===== src/rtl/hier_node_pkg.sv =====
// Shared types and helpers for the hierarchy-tree node controller.
package hier_node_pkg;

  localparam int MAX_CHILDREN = 32;

  typedef enum logic [2:0] {
    IDLE,
    LAUNCH,
    WAIT,
    DONE,
    ERR
  } state_e;

  // Index width; never returns 0, so a single-child node still has a 1-bit index.
  function automatic int clog2_min1(input int n);
    int r;
    r = 1;
    for (int i = 1; i < 6; i++) begin
      if ((1 << i) < n) r = i + 1;
    end
    return r;
  endfunction

endpackage


===== src/rtl/hier_node_done_tracker.sv =====
// Sticky per-child completion mask with accept gating and all-done detect.
// Parallel mode accepts any child; sequential mode accepts only the child at i_idx.
module hier_node_done_tracker
  import hier_node_pkg::*;
#(
  parameter int NUM_CHILDREN = 5,
  parameter int SEQ_MODE     = 0,
  parameter int IDX_W        = 3
) (
  input  logic                    clk,
  input  logic                    rst_n,
  input  logic                    i_clr,
  input  logic                    i_accept_en,
  input  logic [IDX_W-1:0]        i_idx,
  input  logic [NUM_CHILDREN-1:0] i_done,
  output logic [NUM_CHILDREN-1:0] o_mask,
  output logic                    o_all_done
);

  logic [NUM_CHILDREN-1:0] r_mask;
  logic [NUM_CHILDREN-1:0] w_sel;

  always_comb begin
    w_sel = '0;
    if (SEQ_MODE != 0) w_sel[i_idx] = 1'b1;
    else               w_sel = '1;
  end

  always_ff @(posedge clk or negedge rst_n) begin
    if (!rst_n)           r_mask <= '0;
    else if (i_clr)       r_mask <= '0;
    else if (i_accept_en) r_mask <= r_mask | (i_done & w_sel);
  end

  assign o_mask     = r_mask;
  assign o_all_done = &r_mask;

endmodule


===== src/rtl/hier_node_ctrl.sv =====
// Tree node: fans a start out to its children, aggregates their completions into one done.
// Optional completion watchdog (ERR state, sticky err_o) enabled by HIER_NODE_WATCHDOG_EN.
module hier_node_ctrl
  import hier_node_pkg::*;
#(
  parameter int NUM_CHILDREN = 5,
  parameter int SEQ_MODE     = 0,
  parameter int CNT_W        = 16
) (
  input  logic                    clk,
  input  logic                    rst_n,
  input  logic                    start_i,
  input  logic                    clear_i,
  input  logic [CNT_W-1:0]        timeout_cfg_i,
  output logic [NUM_CHILDREN-1:0] child_start_o,
  input  logic [NUM_CHILDREN-1:0] child_done_i,
  output logic                    busy_o,
  output logic                    done_o,
  output logic                    err_o,
  output logic [NUM_CHILDREN-1:0] done_mask_o,
  output logic [CNT_W-1:0]        elapsed_o
);

  localparam int IDX_W = clog2_min1(NUM_CHILDREN);

  state_e                  r_state;
  state_e                  w_next;
  logic [IDX_W-1:0]        r_idx;
  logic [CNT_W-1:0]        r_elapsed;
  logic [NUM_CHILDREN-1:0] w_mask;
  logic                    w_all_done;
  logic                    w_start_acc;
  logic                    w_advance;
  logic                    w_timeout;

  assign w_start_acc = (r_state == IDLE) && start_i;
  assign w_advance   = (SEQ_MODE != 0) && w_mask[r_idx] &&
                       (r_idx < IDX_W'(NUM_CHILDREN - 1));

`ifdef HIER_NODE_WATCHDOG_EN
  assign w_timeout = (timeout_cfg_i != '0) && (r_elapsed == timeout_cfg_i);
  assign err_o     = (r_state == ERR);
`else
  logic w_unused_wd;
  assign w_unused_wd = ^{clear_i, timeout_cfg_i};
  assign w_timeout   = 1'b0;
  assign err_o       = 1'b0;
`endif

  hier_node_done_tracker #(
    .NUM_CHILDREN(NUM_CHILDREN),
    .SEQ_MODE    (SEQ_MODE),
    .IDX_W       (IDX_W)
  ) u_tracker (
    .clk        (clk),
    .rst_n      (rst_n),
    .i_clr      (w_start_acc),
    .i_accept_en(r_state == WAIT),
    .i_idx      (r_idx),
    .i_done     (child_done_i),
    .o_mask     (w_mask),
    .o_all_done (w_all_done)
  );

  // Completion outranks a watchdog hit in the same cycle.
  always_comb begin
    w_next        = r_state;
    child_start_o = '0;
    case (r_state)
      IDLE: if (start_i) w_next = LAUNCH;
      LAUNCH: begin
        if (SEQ_MODE != 0) child_start_o[r_idx] = 1'b1;
        else               child_start_o = '1;
        w_next = WAIT;
      end
      WAIT: begin
        if (w_all_done)     w_next = DONE;
        else if (w_advance) w_next = LAUNCH;
        else if (w_timeout) w_next = ERR;
      end
      DONE: w_next = IDLE;
`ifdef HIER_NODE_WATCHDOG_EN
      ERR: if (clear_i) w_next = IDLE;
`else
      ERR: w_next = IDLE;
`endif
      default: w_next = IDLE;
    endcase
  end

  // Elapsed counts WAIT cycles that stay in WAIT, so it freezes on the exit edge.
  always_ff @(posedge clk or negedge rst_n) begin
    if (!rst_n) begin
      r_state   <= IDLE;
      r_idx     <= '0;
      r_elapsed <= '0;
    end else begin
      r_state <= w_next;
      if (w_start_acc) begin
        r_idx     <= '0;
        r_elapsed <= '0;
      end else begin
        if (r_state == WAIT && w_next == LAUNCH) r_idx <= r_idx + IDX_W'(1);
        if (r_state == WAIT && w_next == WAIT && r_elapsed != '1)
          r_elapsed <= r_elapsed + CNT_W'(1);
      end
    end
  end

  assign busy_o      = (r_state == LAUNCH) || (r_state == WAIT);
  assign done_o      = (r_state == DONE);
  assign done_mask_o = w_mask;
  assign elapsed_o   = r_elapsed;

endmodule


===== config.mk =====
export PLATFORM = sky130hd
export DESIGN_NAME = hier_node_ctrl
export DESIGN_NICKNAME = d
export VERILOG_FILES = /design/src/rtl/hier_node_pkg.sv /design/src/rtl/hier_node_done_tracker.sv /design/src/rtl/hier_node_ctrl.sv
export SDC_FILE = /design/constraint.sdc
export NUM_CORES = 1
export LEC_CHECK = 0
export ABC_AREA = 1
export CAP_MARGIN = 20
export CORE_UTILIZATION = 44
export DETAILED_ROUTE_END_ITERATION = 12
export GPL_TIMING_DRIVEN = 1
export PLACE_DENSITY = 0.81
export RECOVER_POWER = 50
export SLEW_MARGIN = 15
export SYNTH_ARGS = -nofsm -noshare
export SYNTH_HDL_FRONTEND = slang
export SYNTH_SLANG_ARGS = --single-unit
export TNS_END_PERCENT = 20

===== constraint.sdc =====
create_clock -name clk -period 2.16 [get_ports clk]
set_input_delay 0.324 -clock clk [delete_from_list [all_inputs] [get_ports clk]]
set_output_delay 0.324 -clock clk [all_outputs]
set_load 0.05 [all_outputs]

==> results list <==
- The run finished with clean final reports.
- Across the run, the number of max-cap violations was 0.
- Filler cells: 299
- In the finished design, the share of the clock period the worst path needs comes to 0.911.
* Iteration-0 DRC Markers: 51
- Mean Syn Cell Area: 7.41 µm²
- Highest net fanout along the worst path: 6
* Part of the Yosys area used for sequential elements: 0.414
* Sum of routed wire length over all layers: 3.02 mm
- The worst setup path is launched from a flop.
* Clock buffer count from CTS: 3
- Synthesized netlist cell count: a little under 200
- Of the cells placed in the final design, the portion with a size suffix greater than 1 is 0.0913.
* Critical Path Max Stage Delay: approximately 840 ps
* Placed wire-length estimate after detailed placement: 2.19 mm
- Counting both buffers and inverters, the worst setup path holds a total of 1.
- The number of antenna diodes in the final layout is 0.
- For the final database, setup skew stands at around 3.6 ps.
- Data required time of the worst path: 1840 ps
- Reg-to-reg critical path startpoint: elapsed_o[0]
- The slowest stage of the critical path belongs to the cell sky130_fd_sc_hd__clkdlybuf4s50_1.
* Global-route usage over all layers: 0.192
- The first detailed-routing pass took 4 iterations.
* Detailed-route via count: 1,316
- For this run the aggregate overflow at the end of global routing stands at 0.
- Once the clock tree was built, the setup fixing pass inserted 0 buffers.
- Type of the worst setup path: reg -> out
* Clock Latency Late Sink: between 300 and 400 ps
- Final hold vios: 0
- The critical path goes through clkdlybuf4s50_1.
- The floorplan step defined a die boundary enclosing 3530 µm².
- Routability-driven placement finished with a final weighted congestion of 0.817.
* #FFs+latches synth: 24
- Worst slew margin: 0.150
* Setup slack on the worst flop-to-flop path: 370 ps
* Hold Crit Class: in -> reg
- Setup violations remaining at the end of the flow were counted as 0.
- The initial antenna violation count is 0.
- From bottom edge to top edge, the die measures 59.4 µm.
* Buffers on Ports: 35
- In this run the number of cells on the critical path is 1.
- The clock period could shrink to 1970 ps.
* Placeable core region: 3100 µm²
- Fmax achieved: 508 MHz
- Slew Limit Fails: 0
- The design draws 1.06 mW.
- Clock slew at reported path FFs: 130 ps
- Of the post-synthesis cell area, the dominant cell type holds 0.414.
- Transition at the pin with the smallest max-transition slack: 1270 ps
* Post-synth design cell area: 1450 µm²
* Buffer cell driving the clock tree root: sky130_fd_sc_hd__clkbuf_4
* Last element of the critical path: elapsed_o[3]
- RSZ-0062 raised after global routing: false
- Family with the most delay on the worst path: buffers and inverters
- Number of global-route vias before repair: between 1,000 and 1,500
* Number of ports placed on the die boundary: 54
- YS warnings: 0
- From left edge to right edge, the die measures 59.4 µm.
* Synthesis-to-finish area growth: 27.2%
* Crit path launch: elapsed_o[3]
* DRC violation count after routing: 0
- Worst path arrival time: 1640 ps
- Top cell type by total area after synthesis: sky130_fd_sc_hd__dfrtp_1
- By area the synthesized netlist is led by sky130_fd_sc_hd__dfrtp_1 (41%), sky130_fd_sc_hd__nand2_1 (19%), sky130_fd_sc_hd__nand4_1 (6.0%).
* Worst VDD drop: 0.330 mV
- In this run the critical register-to-register path is captured at elapsed_o[7].
* Clock tree from TritonCTS: done
- Summed negative setup slack over all endpoints: 0 ps
* Final net count: 257
* Initial Utilization: 0.468
- No sink is reached through more buffers than the 2 on the longest clock path.
- Once detail routing completed, the nets flagged for antenna violations numbered 0.
- The worst register-to-register path has a depth of 9.
* Number of levels in the clock H-tree: 1
- The initialized floorplan defines 20 standard-cell rows.
* Static leakage: approximately 0.82 nW
- Number of clock sinks seen by CTS: 24
- Vias/cell: 4.80
* Wire length per cell after detailed routing: 11.0 µm
* First-pass GRT wire length: 5.12 mm
- Power spread over the standard cell area amounts to 574 nW/µm².
- Entering global routing, the biggest net connects 25 pins.
- The synthesized netlist contains 22 unique library cells.
- STA classifies the critical path endpoint as an output pin.
## report_power, final
group	switching (mW)	internal [mW]
Clock	0.136	0.188
Combinational	0.167	0.0725
Sequential	0.0232	0.472
Total	0.326	0.733
## worst reg2reg max path, cell delays in order, from the launching register on
cell and delay, ps:
sky130_fd_sc_hd__dfrtp_1 470, sky130_fd_sc_hd__ha_1 270, sky130_fd_sc_hd__inv_1 100, sky130_fd_sc_hd__nor2_4 60
sky130_fd_sc_hd__nand2_2 90, sky130_fd_sc_hd__nor2_4 50, sky130_fd_sc_hd__nor2_4 390, sky130_fd_sc_hd__nor2_8 120
sky130_fd_sc_hd__nand2_1 90, sky130_fd_sc_hd__nand2_1 60
## cell usage after synthesis
master,instances
sky130_fd_sc_hd__xor2_1,4
sky130_fd_sc_hd__nand4_1,14
sky130_fd_sc_hd__nor3_4,1
sky130_fd_sc_hd__o21ai_0,5
sky130_fd_sc_hd__ha_1,1
sky130_fd_sc_hd__conb_1,1
sky130_fd_sc_hd__a21oi_1,5
sky130_fd_sc_hd__nand2_1,73
sky130_fd_sc_hd__nor2_1,18
sky130_fd_sc_hd__dfrtp_1,24
sky130_fd_sc_hd__nand2_2,1
sky130_fd_sc_hd__nand3_2,2
sky130_fd_sc_hd__o21bai_1,3
sky130_fd_sc_hd__buf_4,5
sky130_fd_sc_hd__nor2_8,1
sky130_fd_sc_hd__inv_2,1
sky130_fd_sc_hd__buf_6,2
sky130_fd_sc_hd__inv_1,19
sky130_fd_sc_hd__nor2_2,1
sky130_fd_sc_hd__buf_2,1
sky130_fd_sc_hd__nor2_4,3
sky130_fd_sc_hd__nand3_1,11
## metrics by stage
stage | setup slack [ps] | cells | util | area [µm²] | hold slack, ps
CTS | 168 | 274 | 0.599 | 1860 | 330
finish | 191 | 274 | 0.595 | 1850 | 533
detailed placement | 387 | 270 | 0.583 | 1810 | 523
global placement | 405 | 270 | 0.583 | 1810 | 515
floorplan | 189 | 197 | - | 1460 | 28.4
global route | 103 | 274 | 0.595 | 1850 | 531
## how the worst min path moves through the flow
stage                         start             endpoint  slack (ps)  cells past startpoint
finish              child_done_i[3]  u_tracker.o_mask[3]         530                      3
global route        child_done_i[2]  u_tracker.o_mask[2]         530                      3
CTS                           rst_n  u_tracker.o_mask[0]         330                      2
detailed placement     elapsed_o[1]         elapsed_o[1]         520                      2
global placement       elapsed_o[1]         elapsed_o[1]         520                      2
floorplan                     rst_n         elapsed_o[0]          30                      0
## registers in the layout (all words and copies together) (netlist names)
| name | flops |
|---|---|
| elapsed_o | 16 |
| u_tracker.o_mask | 5 |
| r_state | 3 |
## cell usage in the layout (no fill, tap or decap), drive strengths merged
cell type / count
a21oi: 5
buf: 3
bufinv: 1
clkbuf: 8
clkdlybuf4s50: 25
conb: 2
dfrtp: 24
dlygate4sd2: 1
dlygate4sd3: 3
ha: 1
inv: 20
nand2: 74
nand3: 13
nand4: 14
nor2: 23
nor3: 1
o21ai: 5
o21bai: 3
xor2: 4
## cell families (layout without fill, tap and decap cells)
group                      after synthesis  after routing  share of synthesized area
and+or+nand+nor                        125            125                      0.404
buffers and inverters                   28             61                     0.0965
DFF                                     24             24                      0.414
AOI/OAI and AO/OA                       13             13                     0.0500
xor gates and xnor gates                 4              4                     0.0241
adders and majority gates                1              1                    0.00862
other                                    1              2                    0.00258
## final cells by class
cell class	count	area, µm²	area share
well taps	44	55.1	0.0298
repair buffers	37	348	0.188
clock buffers	3	22.5	0.0122
multi-input cells	145	714	0.387
flip-flops and latches	24	601	0.325
inverters	20	75.1	0.0407
clock inverters	1	30.0	0.0163
## routing by layer
| metal | GRT usage | wire, µm | part of all wire |
|---|---|---|---|
| met4 | 0.0816 | 48 | 0.016 |
| met1 | 0.269 | 1470 | 0.48 |
| met3 | 0.0197 | 122 | 0.040 |
| met5 | 0 | 0 | 0 |
| met2 | 0.302 | 1390 | 0.46 |
## what timing repair did
action                                  CTS  global route
resized for setup                         1             0
hold endpoints to repair                  0             0
endpoints found under the setup margin    1             0
hold buffers                              0             0
(Power assumes the default switching activity.)
